**config.mk**
```make
export PLATFORM = sky130hd
export DESIGN_NAME = character_transmission_flat
export DESIGN_NICKNAME = d
export VERILOG_FILES = /design/src/rtl/character_transmission_pkg.sv /design/src/rtl/character_transmission_if.sv /design/src/rtl/character_transmission_bit_timer.sv /design/src/rtl/character_transmission.sv /design/src/flat_wrapper.sv
export SDC_FILE = /design/constraint.sdc
export NUM_CORES = 1
export LEC_CHECK = 0
export ABC_AREA = 1
export CAP_MARGIN = 0
export CELL_PAD_IN_SITES_DETAIL_PLACEMENT = 1
export CELL_PAD_IN_SITES_GLOBAL_PLACEMENT = 1
export CORE_ASPECT_RATIO = 1.2
export CORE_MARGIN = 2
export CORE_UTILIZATION = 45
export CTS_CLUSTER_DIAMETER = 40
export DETAILED_ROUTE_END_ITERATION = 10
export PLACE_DENSITY = 0.89
export SYNTH_ARGS = -nofsm -noshare
export SYNTH_HDL_FRONTEND = slang
export SYNTH_SLANG_ARGS = --single-unit
```
**constraint.sdc**
```tcl
create_clock -name clk_i -period 3.4 [get_ports clk_i]
set_input_delay 0.51 -clock clk_i [delete_from_list [all_inputs] [get_ports clk_i]]
set_output_delay 0.51 -clock clk_i [all_outputs]
set_load 0.03 [all_outputs]
```
**src/rtl/character_transmission_pkg.sv**
```systemverilog
// Shared UART-lite definitions: frame state encoding, frame length and
// parameter legality, common to the transmitter and the receiver.
package character_transmission_pkg;

  typedef enum logic [1:0] {
    ST_IDLE  = 2'd0,
    ST_START = 2'd1,
    ST_DATA  = 2'd2,
    ST_STOP  = 2'd3
  } uart_state_t;

  localparam int CHAR_W = 8;

  // Clocks per complete frame: start bit, data bits and one stop bit.
  function automatic int total_bits(input int oversampling, input int data_bits);
    return oversampling * (data_bits + 2);
  endfunction

  function automatic bit params_legal(input int oversampling, input int data_bits);
    return (oversampling >= 2) && (data_bits >= 1) && (data_bits <= CHAR_W);
  endfunction

endpackage

```
**src/rtl/character_transmission_if.sv**
```systemverilog
// Character handshake and serial-line bundle between a character source
// (master) and the UART-lite transmitter (slave).
interface character_transmission_if;
  import character_transmission_pkg::*;

  logic [CHAR_W-1:0] char_i;
  logic              valid_i;
  logic              ready_o;
  logic              tx_o;
  logic              busy_o;

  modport master (
    output char_i,
    output valid_i,
    input  ready_o,
    input  tx_o,
    input  busy_o
  );

  modport slave (
    input  char_i,
    input  valid_i,
    output ready_o,
    output tx_o,
    output busy_o
  );

endinterface

```
**src/rtl/character_transmission_bit_timer.sv**
```systemverilog
// Serial bit timer: down-counts OVERSAMPLING clocks per bit and strobes
// o_bit_done on the last sample cycle of every bit while enabled.
module character_transmission_bit_timer
#(
  parameter int OVERSAMPLING = 17
)
(
  input  logic clk_i,
  input  logic rst_i,
  input  logic i_restart,
  input  logic i_enable,
  output logic o_bit_done
);

  localparam int CNT_W = (OVERSAMPLING > 1) ? $clog2(OVERSAMPLING) : 1;
  localparam logic [CNT_W-1:0] CNT_LOAD = CNT_W'(OVERSAMPLING - 1);

  if (OVERSAMPLING < 2) begin : g_bad_oversampling
    $error("character_transmission_bit_timer: OVERSAMPLING must be >= 2");
  end

  logic [CNT_W-1:0] r_cnt;
  logic             w_terminal;

  assign w_terminal = (r_cnt == '0);
  assign o_bit_done = i_enable && w_terminal;

  // Reloads itself at terminal count so consecutive bits need no restart.
  always_ff @(posedge clk_i) begin
    if (rst_i) begin
      r_cnt <= '0;
    end else if (i_restart) begin
      r_cnt <= CNT_LOAD;
    end else if (i_enable) begin
      if (w_terminal) begin
        r_cnt <= CNT_LOAD;
      end else begin
        r_cnt <= r_cnt - CNT_W'(1);
      end
    end
  end

endmodule

```
**src/rtl/character_transmission.sv**
```systemverilog
// UART-lite transmitter: accepts characters on a valid/ready handshake and
// sends start, DATA_BITS data (LSB first) and stop bits on tx_o.
//
//   state    | meaning
//   ---------+------------------------------------------------------
//   ST_IDLE  | line idle high, waiting for a character
//   ST_START | start bit (low) for OVERSAMPLING clocks
//   ST_DATA  | data bits, shifter[0] on the line, LSB first
//   ST_STOP  | stop bit (high); frame end picks up the next character
module character_transmission
  import character_transmission_pkg::*;
#(
  parameter int OVERSAMPLING = 17,
  parameter int DATA_BITS    = 7
)
(
  input  logic                     clk_i,
  input  logic                     rst_i,
  character_transmission_if.slave  bus
);

  localparam int TOTAL_BITS = total_bits(OVERSAMPLING, DATA_BITS);
  localparam int BIT_W      = $clog2(DATA_BITS + 1);
  localparam logic [BIT_W-1:0] LAST_BIT = BIT_W'(DATA_BITS - 1);

  if (!params_legal(OVERSAMPLING, DATA_BITS)) begin : g_bad_params
    $error("character_transmission: illegal OVERSAMPLING/DATA_BITS");
  end

  uart_state_t            r_state;
  logic [DATA_BITS-1:0]   r_shift;
  logic [DATA_BITS-1:0]   r_hold;
  logic                   r_hold_full;
  logic [BIT_W-1:0]       r_bit_cnt;
  logic                   r_tx;
  logic                   r_ready;
  logic                   r_busy;

  logic                   w_xfer;
  logic                   w_bit_done;
  logic                   w_frame_end;
  logic                   w_hold_load;
  logic [DATA_BITS-1:0]   w_char;

  assign w_char      = bus.char_i[DATA_BITS-1:0];
  assign w_xfer      = bus.valid_i && r_ready;
  assign w_frame_end = (r_state == ST_STOP) && w_bit_done;
  // Mid-frame arrivals park in the holding register; at frame end they go
  // straight to the shifter instead, keeping frames gapless.
  assign w_hold_load = w_xfer && (r_state != ST_IDLE) && !w_frame_end;

  character_transmission_bit_timer #(
    .OVERSAMPLING (OVERSAMPLING)
  ) u_bit_timer (
    .clk_i      (clk_i),
    .rst_i      (rst_i),
    .i_restart  (w_xfer && (r_state == ST_IDLE)),
    .i_enable   (r_state != ST_IDLE),
    .o_bit_done (w_bit_done)
  );

  always_ff @(posedge clk_i) begin
    if (rst_i) begin
      r_state     <= ST_IDLE;
      r_shift     <= '0;
      r_hold      <= '0;
      r_hold_full <= 1'b0;
      r_bit_cnt   <= '0;
      r_tx        <= 1'b1;
      r_ready     <= 1'b1;
      r_busy      <= 1'b0;
    end else begin
      unique case (r_state)
        ST_IDLE: begin
          if (w_xfer) begin
            r_shift <= w_char;
            r_tx    <= 1'b0;
            r_busy  <= 1'b1;
            r_state <= ST_START;
          end
        end
        ST_START: begin
          if (w_bit_done) begin
            r_tx      <= r_shift[0];
            r_shift   <= r_shift >> 1;
            r_bit_cnt <= '0;
            r_state   <= ST_DATA;
          end
        end
        ST_DATA: begin
          if (w_bit_done) begin
            if (r_bit_cnt == LAST_BIT) begin
              r_tx    <= 1'b1;
              r_state <= ST_STOP;
            end else begin
              r_tx      <= r_shift[0];
              r_shift   <= r_shift >> 1;
              r_bit_cnt <= r_bit_cnt + BIT_W'(1);
            end
          end
        end
        ST_STOP: begin
          if (w_bit_done) begin
            if (r_hold_full) begin
              r_shift     <= r_hold;
              r_hold_full <= 1'b0;
              r_ready     <= 1'b1;
              r_tx        <= 1'b0;
              r_state     <= ST_START;
            end else if (w_xfer) begin
              r_shift <= w_char;
              r_tx    <= 1'b0;
              r_state <= ST_START;
            end else begin
              r_busy  <= 1'b0;
              r_state <= ST_IDLE;
            end
          end
        end
        default: r_state <= ST_IDLE;
      endcase

      if (w_hold_load) begin
        r_hold      <= w_char;
        r_hold_full <= 1'b1;
        r_ready     <= 1'b0;
      end
    end
  end

  assign bus.tx_o    = r_tx;
  assign bus.ready_o = r_ready;
  assign bus.busy_o  = r_busy;

endmodule

```
**src/flat_wrapper.sv**
```systemverilog
// flat-port wrapper written by rule: the top's interface ports become plain ports
module character_transmission_flat import character_transmission_pkg::*;
#(
  parameter int OVERSAMPLING = 17,
  parameter int DATA_BITS    = 7
)
  (clk_i, rst_i, bus_char_i, bus_valid_i, bus_ready_o, bus_tx_o, bus_busy_o);
  character_transmission_if bus_i ();
  input  logic clk_i;
  input  logic rst_i;
  input wire logic [$bits(bus_i.char_i)-1:0] bus_char_i;
  input wire logic [$bits(bus_i.valid_i)-1:0] bus_valid_i;
  output wire logic [$bits(bus_i.ready_o)-1:0] bus_ready_o;
  output wire logic [$bits(bus_i.tx_o)-1:0] bus_tx_o;
  output wire logic [$bits(bus_i.busy_o)-1:0] bus_busy_o;
  assign bus_i.char_i = bus_char_i;
  assign bus_i.valid_i = bus_valid_i;
  assign bus_ready_o = bus_i.ready_o;
  assign bus_tx_o = bus_i.tx_o;
  assign bus_busy_o = bus_i.busy_o;
  character_transmission #(.OVERSAMPLING(OVERSAMPLING), .DATA_BITS(DATA_BITS)) u_core (.clk_i(clk_i), .rst_i(rst_i), .bus(bus_i));
endmodule
```
==> qor.csv, run 1 <==
metric;value;unit
syn-cell-area;1570;sq um
layout_min_cycle_time;1.96;ns
worst_setup_path_start_kind;flop;
num_rows;23;
cts_setup_buffers;0;
die-height;68.8;um
gr-usage-all-layers;22.0;%
ff2ff_setup_slack;1.44;ns
htree_levels;1;
postRouteAntennaNets;0;
critical-path-slowest-cell;sky130_fd_sc_hd__dfxtp_1;
post_synth_inst_count;212;
worst_ep_required_time;3.58;ns
status;complete, no violations;
mostFrequentLayoutCells;36 x sky130_fd_sc_hd__nand2_1, 28 x sky130_fd_sc_hd__dfxtp_1, 26 x sky130_fd_sc_hd__nor2_1;
synth_nets;231;
grt_pass1_vias;1531;
maxCapViolations;0;
hold_violations;0;
remaining_drc_errors;0;
cts.root.buffer_cell;sky130_fd_sc_hd__clkbuf_8;
hp-class;flop to flop;
ys_warn_count;0;
vias;1440;
dr.first_iter.drc_count;44;
totalWireLength;3830;um
slew_violations;0;
core;3340;sq um
multi_input_comb_area;890;sq um
rsz_0062_raised_after_global_routing;false;
global_route_wire_length_before_repair;6760;um
regArea;561;sq um
cts.reportedPaths.clkPinSlew;0.10;ns
postCtsHoldBufs;0;
start_util;47.2;%
die_w;58.0;um
port_buffers;12;
drive_above_1_share;10.8;%
synth-seq-cells;28;
cts-buffers-inserted;3;
timing.critical_path.from;u_core.r_state[0];
cts.path.max_buffers;2;
worst_ir_drop_on_vdd;0.000598;V
grt_start_max_net_pins;17;
min_from;u_core.r_shift[1];
syn_to_final_growth;13.0;%
cts_sinks;28;
final_min_period_over_clock_period;57.8;%
detail_route.first_pass.iterations;4;
worstPathMaxFanout;16;
clock_skew;0.00246;ns
worstReg2RegStart;u_core.r_state[0];
timing.critical_path.slowest_cell_delay;0.44;ns
max_slew_margin;63.2;%
yosys.cell_types.count;33;
clock_tree_from_tritoncts;done;
sequential_cell_area_fraction_in_the_yosys_report;35.6;%
critical_path.endpoint_type;flop;
timing.final.setup_violations;0;
cts_resized;0;
stdcell_count;259;
tightest_slew;0.551;ns
most_common_library_cell_in_the_layout_ignoring_fill_and_taps;sky130_fd_sc_hd__nand2_1;
via_per_inst;5.56;
static-leakage-power;0.718;nW
filler_cell_count;434;
clock_insertion_delay_worst_skew;0.28;ns
startpoint_to_endpoint_class_of_the_critical_path;flop to flop;
overflow;0;
critPathArrivalTime;2.15;ns
dieArea;3990;sq um
timing.critical_path.cells;inv_1 -> ha_1 -> inv_1 -> o21ai_4 -> nand2_1 -> nand3_2 -> nand2_1 -> a21oi_2;
place.gp.congestion;0.820;
detailedPlacementHpwl;2830;um
antenna_violations_before_repair;0;
totalNegativeSetupSlack;0;ns
power_density;936;nW/um^2
timing.fmax;509;MHz
syn-mean-instance-area;7.42;sq um
dp.cells;255;
insertedDiodeCount;0;
routedWlPerCell;14.8;um
fin_nets;242;
top_level_ports;14;
==> cell families after synthesis <==
family          Yosys count  share of synthesized area (%)
fa+ha+maj                 8                           6.36
simple gates            109                           34.3
buf+inv                  28                           7.87
flops                    28                           35.6
compound gates           37                           14.7
xor+xnor                  2                           1.11
==> critical path: cells and delay by family (launching register included) <==
kind | cells | cell delay (ns)
adder cells (fa/ha/maj) | 1 | 0.22
buffers and inverters | 2 | 0.54
AND/OR/NAND/NOR | 3 | 0.42
flip-flops | 1 | 0.44
AO/OA/AOI/OAI | 2 | 0.24
==> sequential cells by signal (all words and copies together), names as in the netlist <==
name and cells:
u_core.r_hold 7, u_core.r_shift 7, u_core.u_bit_timer.r_cnt 5, u_core.r_bit_cnt 3, u_core.r_state 2, u_core.bus.busy_o 1
u_core.bus.ready_o 1, u_core.bus.tx_o 1, u_core.r_hold_full 1
==> path summary, 6_finish.rpt <==
check                                          to  cells past startpoint
worst max-delay path            u_core.r_shift[3]                      8
worst min-delay path            u_core.r_shift[1]                      2
worst max register to register  u_core.r_shift[3]                      8
worst min register to register  u_core.r_shift[1]                      2
==> Yosys cell counts <==
cell type	n	share of area [%]
sky130_fd_sc_hd__nor4_1	1	0.40
sky130_fd_sc_hd__nor2_2	1	0.40
sky130_fd_sc_hd__nand3_2	1	0.64
sky130_fd_sc_hd__dfxtp_1	28	36
sky130_fd_sc_hd__nor3_4	1	1.0
sky130_fd_sc_hd__nand2_1	36	8.6
sky130_fd_sc_hd__clkinv_2	1	0.32
sky130_fd_sc_hd__a21oi_2	4	2.2
sky130_fd_sc_hd__nand3_4	1	1.1
sky130_fd_sc_hd__o21ai_0	3	0.95
sky130_fd_sc_hd__nand4_1	8	3.2
sky130_fd_sc_hd__nand2_4	2	1.4
sky130_fd_sc_hd__o21ai_4	2	2.1
sky130_fd_sc_hd__nand2_2	2	0.79
sky130_fd_sc_hd__buf_2	3	0.95
sky130_fd_sc_hd__nor2_4	2	1.4
sky130_fd_sc_hd__nand3_1	25	7.9
sky130_fd_sc_hd__buf_6	1	0.72
sky130_fd_sc_hd__o22ai_1	1	0.40
sky130_fd_sc_hd__inv_4	1	0.40
sky130_fd_sc_hd__nand3b_1	1	0.48
sky130_fd_sc_hd__nor2_1	26	6.2
sky130_fd_sc_hd__or2_1	1	0.40
sky130_fd_sc_hd__a21oi_1	15	4.8
sky130_fd_sc_hd__o21ai_1	9	2.9
sky130_fd_sc_hd__buf_4	1	0.48
sky130_fd_sc_hd__nor3_1	1	0.32
sky130_fd_sc_hd__xnor2_1	2	1.1
sky130_fd_sc_hd__inv_2	1	0.24
sky130_fd_sc_hd__inv_1	18	4.3
sky130_fd_sc_hd__ha_1	8	6.4
sky130_fd_sc_hd__o211ai_1	3	1.4
sky130_fd_sc_hd__clkbuf_1	2	0.48
==> cell type report <==
class	count	share of cell area, %
inverter	21	4.64
clock buffer	3	2.32
sequential	28	31.5
multi-input combinational	156	50.0
clock inverter	1	1.69
timing repair buffer	13	7.18
tap	37	2.60
==> metal layers <==
metal  global-route usage (%)  part of all wire [%]  vias up
li1                         -                     -      729
met5                        0                     0        -
met1                     24.9                    43      693
met3                     2.24                   1.4        4
met2                     41.8                    54       14
met4                     9.01                   1.2        0
==> per-stage QoR <==
step	area [sq um]	power, W	hold slack (ns)	setup slack (ns)	utilization, %
6_report	1780	0.00166	0.472	1.44	53.3
5_1_grt	1780	0.00180	0.504	1.26	53.3
4_1_cts	1780	0.00168	0.473	1.43	53.3
3_5_place_dp	1710	0.00140	0.456	1.41	51.1
3_3_place_gp	1710	0.00137	0.444	1.46	51.1
2_1_floorplan	1570	0.00120	0.435	1.83	-
==> report_power, final <==
group          internal (W)  leakage, nW  switching [W]
Combinational      0.000295        0.453       0.000583
Sequential         0.000431        0.229      0.0000816
Clock              0.000158       0.0357       0.000114
Total              0.000885        0.718       0.000779
(Power assumes the default switching activity.)
==> inputs of run 2 (changes only) <==
Settings changed: CORE_UTILIZATION 45 to 37, PLACE_DENSITY 0.89 to 0.79.
Clock period 3.4 ns to 1.6 ns, I/O delays scaled along.
==> qor.csv, run 2 (synthesis gave the netlist of run 1 again) <==
metric;value;unit;change
cts_sinks;28;;unchanged
cts-buffers-inserted;3;;unchanged
most_common_library_cell_in_the_layout_ignoring_fill_and_taps;sky130_fd_sc_hd__nand2_1;;unchanged
status;finished with violations;;was complete, no violations
max_slew_margin;70.2;%;was 63.2%
drive_above_1_share;25.6;%;was 10.8%
dr.first_iter.drc_count;47;;was 44
gr-usage-all-layers;17.5;%;was 22.0%
port_buffers;12;;unchanged
grt_start_max_net_pins;15;;was 17
place.gp.congestion;0.774;;was 0.820
failed_checks;setup timing;;
sequentialPowerShare;27.3;%;was 30.8%
startpoint_to_endpoint_class_of_the_critical_path;flop to flop;;unchanged
cts.root.buffer_cell;sky130_fd_sc_hd__clkbuf_8;;unchanged
worst_ep_required_time;1.81;ns;was 3.58 ns
worstReg2RegStart;u_core.r_state[0];;unchanged
tightest_slew;0.446;ns;was 0.551 ns
rsz_0062_raised_after_global_routing;true;;was false
timing.critical_path.slowest_cell_delay;0.35;ns;was 0.44 ns
critical-path-slowest-cell;sky130_fd_sc_hd__dfxtp_2;;was sky130_fd_sc_hd__dfxtp_1
cts.reportedPaths.clkPinSlew;0.10;ns;about the same
cts.path.max_buffers;2;;unchanged
core;4160;sq um;was 3340 sq um
combPwrFrac;62.8;%;was 52.8%
syn_to_final_growth;28.1;%;was 13.0%
worst_ir_drop_on_vdd;0.000771;V;was 0.000598 V
static-leakage-power;0.816;nW;was 0.718 nW
vias;1477;;was 1,440
min_from;u_core.bus.tx_o;;was u_core.r_shift[1]
start_util;37.8;%;was 47.2%
top_level_ports;14;;unchanged
timing.fmax;624;MHz;was 509 MHz
power.internal;0.00207;W;was 0.000885 W
die-height;75.5;um;was 68.8 um
worstPathMaxFanout;7;;was 16
stdcell_count;290;;was 259
fin_nets;255;;was 242
postCtsHoldBufs;0;;unchanged
critical_path.endpoint_type;flop;;unchanged
critPathArrivalTime;1.81;ns;was 2.15 ns
grt_pass1_vias;1481;;was 1,531
insertedDiodeCount;0;;unchanged
htree_levels;1;;unchanged
critPathMostFrequentCell;sky130_fd_sc_hd__nand2_4;;
filler_cell_count;547;;was 434
slew_violations;0;;unchanged
multi_input_comb_area;1010;sq um;was 890 sq um
final_min_period_over_clock_period;100;%;was 57.8%
maxCapViolations;0;;unchanged
clock_skew;0.00776;ns;was 0.00246 ns
power.share.clock;9.8;%;was 16.4%
via_per_inst;5.09;;was 5.56
largest_registers;u_core.r_hold (7), u_core.r_shift (7), u_core.u_bit_timer.r_cnt (5);;unchanged
num_rows;26;;was 23
clock_insertion_delay_worst_skew;0.27;ns;was 0.28 ns
timing.final.setup_violations;1;;was 0
remaining_drc_errors;0;;unchanged
die_w;63.5;um;was 58.0 um
clock_tree_from_tritoncts;done;;unchanged
mostFrequentLayoutCells;30 x sky130_fd_sc_hd__nand2_1, 26 x sky130_fd_sc_hd__nor2_1, 26 x sky130_fd_sc_hd__dfxtp_1;;was 36 x sky130_fd_sc_hd__nand2_1, 28 x sky130_fd_sc_hd__dfxtp_1, 26 x sky130_fd_sc_hd__nor2_1
hold_violations;0;;unchanged
global_route_wire_length_before_repair;6670;um;was 6760 um
dp.cells;283;;was 255
total_switching_power;0.00192;W;was 0.000779 W
timing.critical_path.from;u_core.r_state[0];;unchanged
switch_share;48.1;%;was 46.8%
routedWlPerCell;14.7;um;was 14.8 um
layout_min_cycle_time;1.60;ns;was 1.96 ns
pre_cts_slack;-0.0767;ns;was 1.41 ns
overflow;0;;unchanged
detail_route.first_pass.iterations;4;;unchanged
detailedPlacementHpwl;2980;um;was 2830 um
timing.critical_path.cells;buf_6 -> ha_4 -> or2_4 -> o21ai_4 -> nand2_4 -> clkinv_8 -> nand2_4 -> a21oi_2;;was inv_1 -> ha_1 -> inv_1 -> o21ai_4 -> nand2_1 -> nand3_2 -> nand2_1 -> a21oi_2
worst_setup_path_start_kind;flop;;unchanged
antenna_violations_before_repair;0;;unchanged
totalWireLength;4250;um;was 3830 um
hp-class;flop to flop;;unchanged
timing.final.ws_setup;-0.00166;ns;was 1.44 ns
postRouteAntennaNets;0;;unchanged
dieArea;4790;sq um;was 3990 sq um
power_density;1980;nW/um^2;was 936 nW/um^2
regArea;566;sq um;was 561 sq um
==> run 2: final timing paths <==
kind | endpoint | slack, ns | cells after the start
min | u_core.bus.tx_o | 0.48 | 2
max | u_core.r_shift[3] | -0.002 | 8
min reg2reg | u_core.bus.tx_o | 0.48 | 2
max reg2reg | u_core.r_shift[3] | -0.002 | 8
==> run 2: per-stage QoR <==
| stage | TNS [ns] | total power [W] | hold WS (ns) | instance area [sq um] | util, % |
|---|---|---|---|---|---|
| finish | -0.00166 | 0.00399 | 0.480 | 2020 | 48.4 |
| global route | -0.285 | 0.00430 | 0.518 | 2020 | 48.4 |
| CTS | 0 | 0.00355 | 0.473 | 1850 | 44.4 |
| detailed placement | -0.828 | 0.00311 | 0.448 | 1800 | 43.2 |
| global placement | -0.489 | 0.00306 | 0.444 | 1800 | 43.2 |
| floorplan | 0 | 0.00255 | 0.309 | 1570 | - |
==> run 2: area by class of cell <==
cell class	count	area share, %
Multi-Input combinational cell	156	50.3
Sequential cell	28	28.1
Timing Repair Buffer	26	11.3
Inverter	21	4.78
Tap cell	56	3.48
Clock buffer	3	2.05
==> run 2: timing repair <==
item | 4_1_cts | 5_1_grt
pin swaps | 0 | 15
endpoints found under the setup margin | 6 | 25
resized for setup | 4 | 37
setup buffers | 0 | 4
==> run 2: critical path, delay by kind of cell (launching register included) <==
family,cells,cell delay [ns]
buffers and inverters,2,0.22
AO/OA/AOI/OAI,2,0.38
AND/OR/NAND/NOR,3,0.44
flip-flops,1,0.35
adder cells (fa/ha/maj),1,0.14
==> run 2: power by group through the flow <==
| stage | clock network (W) | registers, W | logic [W] |
|---|---|---|---|
| after floorplan | 0 | 0.00111 | 0.00144 |
| after global placement | 0 | 0.00108 | 0.00198 |
| after detailed placement | 0 | 0.00109 | 0.00202 |
| after CTS | 0.000401 | 0.00107 | 0.00208 |
| after global routing | 0.000423 | 0.00111 | 0.00277 |
| final | 0.000392 | 0.00109 | 0.00251 |
==> run 2: per-layer routing <==
layer  track usage, %  part of all wire (%)  up-vias
li1                 -                     -      750
met1             21.3                    43      705
met5                0                     0        -
met3             1.33                   1.8        6
met4             5.07                   1.4        0
met2             33.3                    54       16
